### src/rtl/fifo_wr_arbiter_if.sv
// Write-side bundle between the producers, the arbiter and the async FIFO.
// The master modport is the arbiter's view; the slave modport is the
// producers' and FIFO's view.
interface fifo_wr_arbiter_if #(
  parameter int NREQ  = 4,
  parameter int DSIZE = 8
);
  localparam int IW = $clog2(NREQ);

  logic [NREQ-1:0]       req_valid;
  logic [NREQ*DSIZE-1:0] req_data;
  logic [NREQ-1:0]       req_ready;
  logic                  wfull;
  logic                  winc;
  logic [DSIZE-1:0]      wdata;
  logic [IW-1:0]         gnt_id;
  logic                  busy;

  modport master (
    input  req_valid, req_data, wfull,
    output req_ready, winc, wdata, gnt_id, busy
  );

  modport slave (
    output req_valid, req_data, wfull,
    input  req_ready, winc, wdata, gnt_id, busy
  );
endinterface

### src/rtl/fifo_wr_arbiter.sv
// Shares the single async-FIFO write port among NREQ producers in the
// write-clock domain. One producer holds the port for a burst of up to
// BURST words; wfull stalls the burst and the FIFO is never written while
// full. A release always costs one IDLE cycle before the next grant.
// Build option: define FIFO_WR_ARB_FIXED_PRIO_EN for fixed priority
// (lowest index wins); otherwise arbitration is round-robin.
module fifo_wr_arbiter #(
  parameter int NREQ  = 4,
  parameter int DSIZE = 8,
  parameter int BURST = 4
) (
  input  logic              wclk,
  input  logic              wrst_n,
  fifo_wr_arbiter_if.master bus
);
  localparam int IW = $clog2(NREQ);
  localparam int CW = $clog2(BURST + 1);
  localparam logic [CW-1:0] LAST_BEAT = CW'(BURST - 1);
  localparam logic [IW-1:0] LAST_ID   = IW'(NREQ - 1);

  typedef enum logic {IDLE, XFER} state_t;

  state_t          state, state_n;
  logic [IW-1:0]   gnt_id, gnt_n, pick;
  logic [CW-1:0]   beat_cnt, beat_n;
  logic            release_g;
  logic [NREQ-1:0] ready;
  logic            winc;
  logic [DSIZE-1:0] wdata;

`ifdef FIFO_WR_ARB_FIXED_PRIO_EN
  // Fixed priority: the lowest requesting index wins; scan downward so the
  // last assignment is the lowest set bit.
  always_comb begin
    pick = '0;
    for (int i = NREQ - 1; i >= 0; i--) begin
      if (bus.req_valid[i]) pick = IW'(i);
    end
  end
`else
  logic [IW-1:0] last;

  // Round-robin: the nearest requester after last wins, last itself is
  // searched last. Scanning from the far end keeps the nearest one.
  always_comb begin
    pick = last;
    for (int k = NREQ; k >= 1; k--) begin
      if (bus.req_valid[(int'(last) + k) % NREQ]) pick = IW'((int'(last) + k) % NREQ);
    end
  end

  // Remember the most recently released winner for the next search.
  always_ff @(posedge wclk or negedge wrst_n) begin
    if (!wrst_n)        last <= LAST_ID;
    else if (release_g) last <= gnt_id;
  end
`endif

  // State, grant and beat-count registers.
  // NOTE: sequential state uses non-blocking assignments so every register
  // samples the pre-edge values of its neighbours.
  always_ff @(posedge wclk or negedge wrst_n) begin
    if (!wrst_n) begin
      state    <= IDLE;
      gnt_id   <= '0;
      beat_cnt <= '0;
    end else begin
      state    <= state_n;
      gnt_id   <= gnt_n;
      beat_cnt <= beat_n;
    end
  end

  // Next-state and handshake outputs; XFER outputs come straight from the
  // registered gnt_id so a stall or an early drop is seen in the same cycle.
  // NOTE: every output of this block is defaulted first so no path leaves a
  // value unassigned and no latch is inferred.
  always_comb begin
    state_n   = state;
    gnt_n     = gnt_id;
    beat_n    = beat_cnt;
    release_g = 1'b0;
    ready     = '0;
    winc      = 1'b0;
    wdata     = '0;
    unique case (state)
      IDLE: begin
        if (|bus.req_valid) begin
          gnt_n   = pick;
          beat_n  = '0;
          state_n = XFER;
        end
      end
      XFER: begin
        ready[gnt_id] = !bus.wfull;
        winc          = bus.req_valid[gnt_id] && !bus.wfull;
        wdata         = bus.req_data[int'(gnt_id) * DSIZE +: DSIZE];
        if (!bus.req_valid[gnt_id]) begin
          release_g = 1'b1;
        end else if (winc) begin
          if (beat_cnt == LAST_BEAT) release_g = 1'b1;
          else                       beat_n    = beat_cnt + 1'b1;
        end
        if (release_g) state_n = IDLE;
      end
      default: state_n = IDLE;
    endcase
  end

  assign bus.req_ready = ready;
  assign bus.winc      = winc;
  assign bus.wdata     = wdata;
  assign bus.gnt_id    = gnt_id;
  assign bus.busy      = (state == XFER);
endmodule
### src/flat_wrapper.sv
// flat-port wrapper written by rule: the top's interface ports become plain ports
module fifo_wr_arbiter_flat 
#(
  parameter int NREQ  = 4,
  parameter int DSIZE = 8,
  parameter int BURST = 4
)
  (wclk, wrst_n, bus_req_valid, bus_req_data, bus_wfull, bus_req_ready, bus_winc, bus_wdata, bus_gnt_id, bus_busy);
  fifo_wr_arbiter_if #(.NREQ(NREQ), .DSIZE(DSIZE)) bus_i ();
  input  logic wclk;
  input  logic wrst_n;
  input wire logic [$bits(bus_i.req_valid)-1:0] bus_req_valid;
  input wire logic [$bits(bus_i.req_data)-1:0] bus_req_data;
  input wire logic [$bits(bus_i.wfull)-1:0] bus_wfull;
  output wire logic [$bits(bus_i.req_ready)-1:0] bus_req_ready;
  output wire logic [$bits(bus_i.winc)-1:0] bus_winc;
  output wire logic [$bits(bus_i.wdata)-1:0] bus_wdata;
  output wire logic [$bits(bus_i.gnt_id)-1:0] bus_gnt_id;
  output wire logic [$bits(bus_i.busy)-1:0] bus_busy;
  assign bus_i.req_valid = bus_req_valid;
  assign bus_i.req_data = bus_req_data;
  assign bus_i.wfull = bus_wfull;
  assign bus_req_ready = bus_i.req_ready;
  assign bus_winc = bus_i.winc;
  assign bus_wdata = bus_i.wdata;
  assign bus_gnt_id = bus_i.gnt_id;
  assign bus_busy = bus_i.busy;
  fifo_wr_arbiter #(.NREQ(NREQ), .DSIZE(DSIZE), .BURST(BURST)) u_core (.wclk(wclk), .wrst_n(wrst_n), .bus(bus_i));
endmodule
### config.mk
export PLATFORM = sky130hd
export DESIGN_NAME = fifo_wr_arbiter_flat
export DESIGN_NICKNAME = d
export VERILOG_FILES = /design/src/rtl/fifo_wr_arbiter_if.sv /design/src/rtl/fifo_wr_arbiter.sv /design/src/flat_wrapper.sv
export SDC_FILE = /design/constraint.sdc
export NUM_CORES = 1
export LEC_CHECK = 0
export ABC_AREA = 1
export BUFFER_PORTS_ARGS = -buffer_cell sky130_fd_sc_hd__clkbuf_2
export CAP_MARGIN = 20
export CORE_ASPECT_RATIO = 2
export CORE_MARGIN = 2
export CORE_UTILIZATION = 25
export CTS_BUF_LIST = sky130_fd_sc_hd__clkbuf_16
export CTS_CLUSTER_SIZE = 28
export DETAILED_ROUTE_END_ITERATION = 8
export GPL_ROUTABILITY_DRIVEN = 0
export PLACE_DENSITY = 0.61
export SLEW_MARGIN = 20
export SYNTH_ARGS = -nofsm -noshare
export SYNTH_HDL_FRONTEND = slang
export SYNTH_SLANG_ARGS = --single-unit
### constraint.sdc
create_clock -name wclk -period 1.65 [get_ports wclk]
set_clock_uncertainty 0.15 [all_clocks]
set_input_delay 0.33 -clock wclk [delete_from_list [all_inputs] [get_ports wclk]]
set_output_delay 0.33 -clock wclk [all_outputs]
set_load 0.005 [all_outputs]
---- Word-level counts from Yosys, hierarchy flattened ----
Index checks and enable logic that the tools add are counted.
cells by class
  add/sub/neg operators ................... 5
  multipliers ............................. 0
  div/mod/pow operators ................... 0
  order comparisons ....................... 6
  eq/ne operators ......................... 5
  shift operators ......................... 1
  mux-type cells .......................... 36
  bitwise logic cells ..................... 6
  reduce and logical (&&, ||, !) cells .... 10
operator list
  kind                                                               number
  variable part select 32 x 6 -> 8 bit                               1
  two-way mux 1 bit                                                  18
  < comparator 3 x 4 -> 1 bit, second input constant                 4
  two-way mux 3 bit                                                  4
  binary-select mux 1 bit (select 2 bit)                             5
  two-way mux 2 bit                                                  4
  two-way mux 8 bit                                                  1
  OR reduction 2 bit                                                 4
  != test 2 bit, second input constant                               3
  case mux 3 bit (2 select lines)                                    1
  adder 2 x 1 -> 2 bit, second input constant                        2
  adder 2 bit, second input constant                                 2
  AND 1 bit, first input constant                                    4
  AND 4 bit                                                          1
  two-way mux 4 bit                                                  1
  AND reduction 4 bit                                                1
  OR reduction 4 bit                                                 1
  adder 3 x 1 -> 3 bit, second input constant                        1
  == test 3 x 2 -> 1 bit, second input constant                      1
  < comparator 2 x 3 -> 1 bit, second input constant                 1
  demux 1 bit (select 2 bit)                                         1
  greater-or-equal comparator 2 x 1 -> 1 bit, second input constant  1
  logical AND 1 bit                                                  2
  != test 2 x 1 -> 1 bit, second input constant                      1
  4 further kinds                                                    4
word-level totals
  bits in registers ....................... 8
  latch bits .............................. 0
  RAM bits ................................ 0
  bits in read-only memories .............. 0
  output and inout bits ................... 16
  memories ................................ 0

---- Logic depth before layout (Yosys ltp) ----
Gate-level depths: netlist of run 1.
  word-level depth ........................ 10
  depth in mapped cells ................... 11
  mapped depth without buffers ............ 11

---- Worst setup path after synthesis of run 1 ----
OpenSTA, ideal clock, no wires.
  path kind ............................... flip-flop to output port
  start point ............................. register u_core.state (netlist: u_core.bus.busy)
  end point ............................... output port bus_req_ready[0]
  arrival time ............................ 1.138 ns
  slack ................................... 0.032 ns
  stages on the path, launching flop included .. 6
  cells stage by stage .................... dfrtp_1 -> inv_1 -> buf_6 -> nor2_1 -> inv_1 -> nor3_1
on the way
  word-level cells in the longest chain between the ends .. 1
RTL lines
  item                    RTL line               RTL
  from (decl)             fifo_wr_arbiter.sv:23  state_t state, state_n;
  from (signal assigned)  fifo_wr_arbiter.sv:68  state <= state_n;
  two-way mux 4 bit       fifo_wr_arbiter.sv:86  unique case (state)
  to (decl)               flat_wrapper.sv:15     output wire logic [$bits(bus_i.req_ready)-1:0] bus_req_ready;
Every way passes these cells.

---- Worst setup path in the final report of run 1 ----
  start point ............................. register u_core.gnt_id[0] (netlist: u_core.bus.gnt_id[0])
  end point ............................... output port bus_wdata[1]
on the way
  word-level cells in the longest chain between the ends .. 2
RTL lines
  item                                  RTL line               RTL
  from (decl)                           fifo_wr_arbiter.sv:24  logic [IW-1:0] gnt_id, gnt_n, pick;
  from (signal assigned)                fifo_wr_arbiter.sv:69  gnt_id <= gnt_n;
  variable part select 32 x 6 -> 8 bit  fifo_wr_arbiter.sv:97  wdata = bus.req_data[int'(gnt_id) * DSIZE +: DSIZE];
  two-way mux 8 bit                     fifo_wr_arbiter.sv:86
  to (decl)                             flat_wrapper.sv:17     output wire logic [$bits(bus_i.wdata)-1:0] bus_wdata;
Every way passes these cells.

==> metrics.cfg, run 1 <==
[status]
status = finished, violations left
failed_checks = negative setup slack

[timing]
slew_violations = 0
slew-limit-headroom_pct = 82.0
max_freq_mhz = 537
worst_slew_pin_slew_ns = 0.267
hold_viol = 0
min_period_ns = 1.86
rsz0062_at_grt = yes
fin_crit_sh_pct = 113
setup_viol = 13
setup_slack_ns = -0.213

[final_layout]
multi_input_area_sq_um = 661
ff_latch_area_sq_um = 205
nFillCells = 347
area_growth_pct = 80.0
fin_area_sq_um = 1560
final_cells = 248
nets = 259
antenna_cells = 0
drive_gt1_share_pct = 55.1
fin_util_pct = 46.6

[synth]
syn_area_sq_um = 865
netlist_instances = 136
synthArstFlopShare_pct = 100
synth_warnings = 0
yosysUniqueCellTypes = 25
synthFlopType = dfrtp_1
syn-num-nets = 177
synth_largest_area_cell = nand2_1
yosysSeqAreaShare_pct = 23.4
synthTopCellsByCount = 54 x nand2_1, 16 x inv_1, 10 x nand3_1
synthTopCellsByArea = nand2_1 23%, dfrtp_1 17%, a22oi_1 7.8%, inv_1 6.9%, a31oi_1 6.5%
yosysTopAreaCellShare_pct = 23.4
ys_ff_latch = 8
synth.most_common_cell = nand2_1
synth_area_per_cell_sq_um = 6.36
synth_edf_count = 0

[pwr]
power.density_nw_per_um2 = 1900
ir_drop_uv = 1240
p_leak_nw = 0.850
power_mw = 2.95

[global_routing]
grt_use_total_pct = 15.6
grt_pass1_vias = 1128
grt_pass1_wl_microns = 4710
grt_max_degree = 10
antenna_found_initial = 0
overflow = 0

[placement]
hpwl_microns = 2440
placed_cells = 236
io_buffer_count = 54
placed_cell_area_sq_um = 1290
place_ws_ns = -0.0554

[route]
wl_per_cell_microns = 12.4
drt_iter0_drc = 16
vias = 1240
remaining_drc_errors = 0
dr.pass1.iters = 4
drt-total-wl_microns = 3080
via_per_inst = 5.00
antenna_left = 0

[die]
row_count = 30
die_height_microns = 87.2
dieArea_sq_um = 3970
num_io_pins = 55
die_x_microns = 45.6
core-area_sq_um = 3340
start_util_pct = 25.9

[clocking]
cts_root_buffer = clkbuf_16
cts_sinks = 8
clockBufferDepth = 2
clkTransAtPathRegs_ns = 0.04
clk_latency_ns = 0.23
cts_tree = built
numCtsBuffers = 3
h-tree-depth = 1

[worst_setup_path]
cp_cell_sequence = nor2_4 -> buf_6 -> nand2_2 -> a31oi_1 -> buf_2
required_ns = 1.17
cp_slowest_cell = dfrtp_2
crit_fanout = 6
crit_type = flop to output pin
cp-start-kind = flop
critical_path.max_stage_delay_ns = 0.48
arrival_ns = 1.38
critPathCaptureType = output pin

[flow_run]
cap_violations = 0

[min_path]
min_path_type = input port to flop

==> placed cells by master (no fill, tap or decap), types with 2 or more instances in the layout <==
cell,n
a22oi_1,7
a22oi_2,2
a31oi_1,8
buf_2,11
buf_4,20
buf_6,4
clkbuf_16,3
clkbuf_2,43
dfrtp_1,4
dfrtp_2,2
dfstp_2,2
ha_1,2
inv_1,12
inv_2,2
inv_4,3
nand2_1,44
nand2_2,9
nand2_4,3
nand3_1,8
nand3_2,3
nand4_1,3
nor2_1,2
nor2_4,4
o21ai_1,2
==> where the power goes <==
part,switching (mW),internal [mW]
Clock,0.0959,0.312
Combinational,1.08,1.01
Sequential,0.147,0.307
Total,1.33,1.63
==> logic make-up (layout without fill, tap and decap cells) <==
family	Yosys count	in the layout	share of synthesized area, %
compound gates	25	25	21.3
fa+ha+maj	2	2	2.89
flops	8	8	23.4
simple gates	80	80	41.4
buf+inv	21	101	11.0
==> path summary, 6_finish.rpt <==
path,startpoint,end,slack [ns],depth (start not counted)
worst max-delay path,u_core.bus.gnt_id[0]$_DFFE_PN0P_,bus_wdata[1],-0.21,5
worst max register to register,u_core.last[0]$_DFFE_PN1P_,u_core.bus.gnt_id[1]$_DFFE_PN0P_,0.02,7
min in group asynchronous,wrst_n,u_core.bus.busy$_DFF_PN0_,0.35,2
worst min register to register,u_core.last[1]$_DFFE_PN1P_,u_core.last[1]$_DFFE_PN1P_,0.36,2
worst min-delay path,bus_wfull,u_core.last[0]$_DFFE_PN1P_,0.27,4
max in group asynchronous,wrst_n,u_core.last[0]$_DFFE_PN1P_,0.75,2
==> metrics by stage <==
stage               hold WS, ns  setup TNS [ns]
global placement         0.0343          -0.148
global route              0.300           -2.78
CTS                       0.265           -1.85
detailed placement       0.0374          -0.334
floorplan                -0.116               0
finish                    0.271           -1.88
==> per-layer routing <==
metal	routed length [microns]	GRT usage, %
met5	0	0
met4	85	4.28
met3	183	2.70
met2	1780	29.8
met1	1040	16.0
==> timing repair <==
item | CTS | global route
cloned | 0 | 0
endpoints found under the setup margin | 15 | 18
pin swaps | 3 | 21
endpoints found under the hold margin | 6 | 0
setup buffers | 4 | 4
resized for setup | 14 | 37
hold buffers | 1 | 0
==> sequential cells by signal, indices dropped and copies added (netlist names) <==
register,cells
u_core.beat_cnt,3
u_core.last,2
u_core.bus.busy,1
u_core.bus.gnt_id,2
==> critical path: cells and delay by family, from the launching register on <==
family	cells	cell delay (ns)
DFF	1	0.48
AOI/OAI and AO/OA	1	0.16
buffers and inverters	2	0.27
and+or+nand+nor	2	0.24
==> final cells by class <==
type                    count  area share [%]
multi-input cells         107            42.4
flip-flops and latches      8            13.2
clock buffers               3            4.82
inverters                  18            5.14
well taps                  32            2.57
repair buffers             80            31.8
Power figures use the tool's default switching activity.
==> run 2, diff against run 1 <==
==> constraint.sdc (replaced) <==
create_clock -name wclk -period 1.65 [get_ports wclk]
set_clock_uncertainty 0.15 [all_clocks]
set_input_delay 0.2475 -clock wclk [delete_from_list [all_inputs] [get_ports wclk]]
set_output_delay 0.2475 -clock wclk [all_outputs]
set_load 0.005 [all_outputs]
==> run 2 against run 1 <==
Register-to-register slack better by 0.06 ns. Largest power group unchanged. The flow still finishes with violations (negative setup slack). Non-clock buffer count is 5 lower. Fmax up 3.2%. Flip-flop and latch count unchanged. Worst setup slack improved by 0.057 ns. Wire length shrank 2.0%. Sequential share of layout area up 0.51 points. Global-route usage grew 0.093 points. Via count down 1.9%. Total power shrank 5.8%. Critical path depth is 1 higher. Count of clock-buffer cells in the layout unchanged.
==> metrics.cfg, run 2 (synthesized netlist as in run 1, its figures left out) <==
[status]
status = finished, violations left  ; unchanged
failed_checks = negative setup slack  ; unchanged

[worst_setup_path]
required_ns = 1.25  ; was 1.17 ns
r2r_cells = 7  ; unchanged
critPathCaptureType = output pin  ; unchanged
crit_fanout = 5  ; was 6
arrival_ns = 1.41  ; was 1.38 ns
ff2ff_setup_slack_ns = 0.08  ; was 0.02 ns
r2r-start = u_core.bus.gnt_id[0]$_DFFE_PN0P_  ; was u_core.last[0]$_DFFE_PN1P_
crit_type = flop to output pin  ; unchanged
r2r-end = u_core.beat_cnt[1]$_DFFE_PN0P_  ; was u_core.bus.gnt_id[1]$_DFFE_PN0P_
cp-start-kind = flop  ; unchanged

[timing]
fin_crit_sh_pct = 109  ; was 113%
setup_slack_ns = -0.156  ; was -0.213 ns
hold_viol = 0  ; unchanged
min_period_ns = 1.81  ; was 1.86 ns
max_freq_mhz = 554  ; was 537 MHz
setup_viol = 9  ; was 13
slew-limit-headroom_pct = 83.8  ; was 82.0%
slew_violations = 0  ; unchanged
worst_slew_pin_slew_ns = 0.242  ; was 0.267 ns
fin_tns_setup_ns = -1.06  ; was -1.88 ns
rsz0062_at_grt = yes  ; unchanged

[min_path]
min_from = bus_wfull  ; unchanged
min_path_type = input port to flop  ; unchanged
hold_path_end = u_core.last[0]$_DFFE_PN1P_  ; unchanged
hold_depth = 4  ; unchanged

[final_layout]
nets = 256  ; was 259
antenna_cells = 0  ; unchanged
fin_area_sq_um = 1490  ; was 1560 sq um
layout_common_cells = 47 x clkbuf_2, 45 x nand2_1, 15 x buf_4, 12 x inv_1, 10 x nand2_2  ; was 44 x nand2_1, 43 x clkbuf_2, 20 x buf_4, 12 x inv_1, 11 x buf_2
largest_reg_flops = 3  ; unchanged
top_regs = u_core.beat_cnt: 3 flops, u_core.bus.gnt_id: 2 flops, u_core.last: 2 flops  ; unchanged
drive_gt1_share_pct = 52.6  ; was 55.1%
nFillCells = 371  ; was 347
area_growth_pct = 72.2  ; was 80.0%
layout_commonest_cell = clkbuf_2  ; was nand2_1
top_register = u_core.beat_cnt  ; unchanged

[die]
start_util_pct = 25.9  ; unchanged
num_io_pins = 55  ; unchanged
core-area_sq_um = 3340  ; unchanged
dieArea_sq_um = 3970  ; unchanged
die_x_microns = 45.6  ; unchanged
die_height_microns = 87.2  ; unchanged
row_count = 30  ; unchanged

[route]
antenna_left = 0  ; unchanged
via_per_inst = 4.96  ; was 5.00
dr.pass1.iters = 3  ; was 4
highest_layer = met4  ; unchanged
wl_per_cell_microns = 12.3  ; was 12.4 microns
wl_met3_microns = 176  ; was 183 microns
drt_iter0_drc = 15  ; was 16
remaining_drc_errors = 0  ; unchanged
dr_wl_met2_microns = 1780  ; about the same
drt-total-wl_microns = 3020  ; was 3080 microns
wl_met1_microns = 1020  ; was 1040 microns
vias = 1216  ; was 1240

[placement]
placed_cell_area_sq_um = 1240  ; was 1290 sq um
io_buffer_count = 54  ; unchanged
hpwl_microns = 2390  ; was 2440 microns

[pwr]
p_leak_nw = 0.813  ; was 0.850 nW
power.switching_mw = 1.26  ; was 1.33 mW
power.density_nw_per_um2 = 1870  ; was 1900 nW/um^2
ir_drop_uv = 978  ; was 1240 uV
swShare_pct = 45.4  ; was 44.9%
combPwrFrac_pct = 69.4  ; was 70.8%
pwr-share-seq_pct = 15.9  ; was 15.4%
clkPwrFrac_pct = 14.7  ; was 13.8%
p_int_mw = 1.52  ; was 1.63 mW

[clocking]
numCtsBuffers = 3  ; unchanged
clkTransAtPathRegs_ns = 0.04  ; about the same
cts_root_buffer = clkbuf_16  ; unchanged
clk_latency_ns = 0.23  ; about the same
cts_sinks = 8  ; unchanged
clockBufferDepth = 2  ; unchanged
cts_tree = built  ; unchanged
h-tree-depth = 1  ; unchanged

[global_routing]
overflow = 0  ; unchanged
antenna_found_initial = 0  ; unchanged
grt_max_degree = 10  ; unchanged
grt_use_total_pct = 15.7  ; was 15.6%
grt_pass1_vias = 1185  ; was 1128
grt_pass1_wl_microns = 4760  ; was 4710 microns

[flow_run]
cap_violations = 0  ; unchanged

## run 2: cell count changes in the layout (fill, tap and decap cells not counted), sizes merged
cell,delta
nor2,+1
clkinvlp,+1
buf,-9
clkbuf,+4
## run 2: per-layer routing
metal  GRT usage, %  vias up
met1           16.1      553
li1               -      614
met4           5.08        0
met2           29.7       44
met5              0        -
met3           2.70        5
## run 2: through the flow
step                setup WS [ns]  instances  hold WS, ns  power, mW  utilization [%]
floorplan                   0.115        136       -0.198       1.40                -
global route               -0.234        245        0.218       3.03             44.6
finish                     -0.156        245        0.188       2.78             44.6
detailed placement        0.00824        232      -0.0424       2.02             37.3
global placement           0.0192        232      -0.0454       2.00             37.3
CTS                        -0.164        240        0.184       2.56             41.3
## run 2: final cells by class
class                   instances  area, sq um  area share (%)
clock buffers                   3         75.1            5.04
inverters                      18         77.6            5.21
multi-input cells             108          636            42.7
flip-flops and latches          8          204            13.7
well taps                      32         40.0            2.69
repair buffers                 75          449            30.2
repair inverters                1         7.51           0.504
## run 2: worst max-delay path, stage by stage, from the launching register on
cell and delay, ns:
dfrtp_1 0.42, buf_6 0.14, nor2_4 0.10, buf_6 0.14, a22oi_2 0.07, a31oi_1 0.16, buf_2 0.15
## run 2: what timing repair did
action | 4_1_cts | 5_1_grt
gates cloned | 2 | 1
pin swaps | 2 | 7
endpoints found under the setup margin | 13 | 20
resized for setup | 9 | 33
setup buffers | 2 | 4
endpoints found under the hold margin | 8 | 0
hold buffers | 1 | 0
## run 2: how the worst max path moves through the flow
stage / startpoint / end / slack, ns / cells past startpoint
final: u_core.bus.gnt_id[1]$_DFFE_PN0P_ / bus_wdata[5] / -0.16 / 6
after global placement: u_core.bus.gnt_id[1]$_DFFE_PN0P_ / bus_wdata[5] / 0.02 / 6
after detailed placement: u_core.bus.gnt_id[0]$_DFFE_PN0P_ / bus_winc / 0.008 / 5
after floorplan: u_core.bus.busy$_DFF_PN0_ / bus_req_ready[0] / 0.11 / 5
after CTS: u_core.bus.gnt_id[1]$_DFFE_PN0P_ / bus_wdata[5] / -0.16 / 6
after global routing: u_core.bus.gnt_id[1]$_DFFE_PN0P_ / bus_winc / -0.23 / 6
## run 2: power by group through the flow
stage | clock network (mW) | registers, mW | logic (mW)
floorplan | 0 | 0.376 | 1.02
global placement | 0 | 0.421 | 1.58
detailed placement | 0 | 0.427 | 1.59
CTS | 0.408 | 0.421 | 1.73
global route | 0.416 | 0.454 | 2.16
finish | 0.408 | 0.442 | 1.93
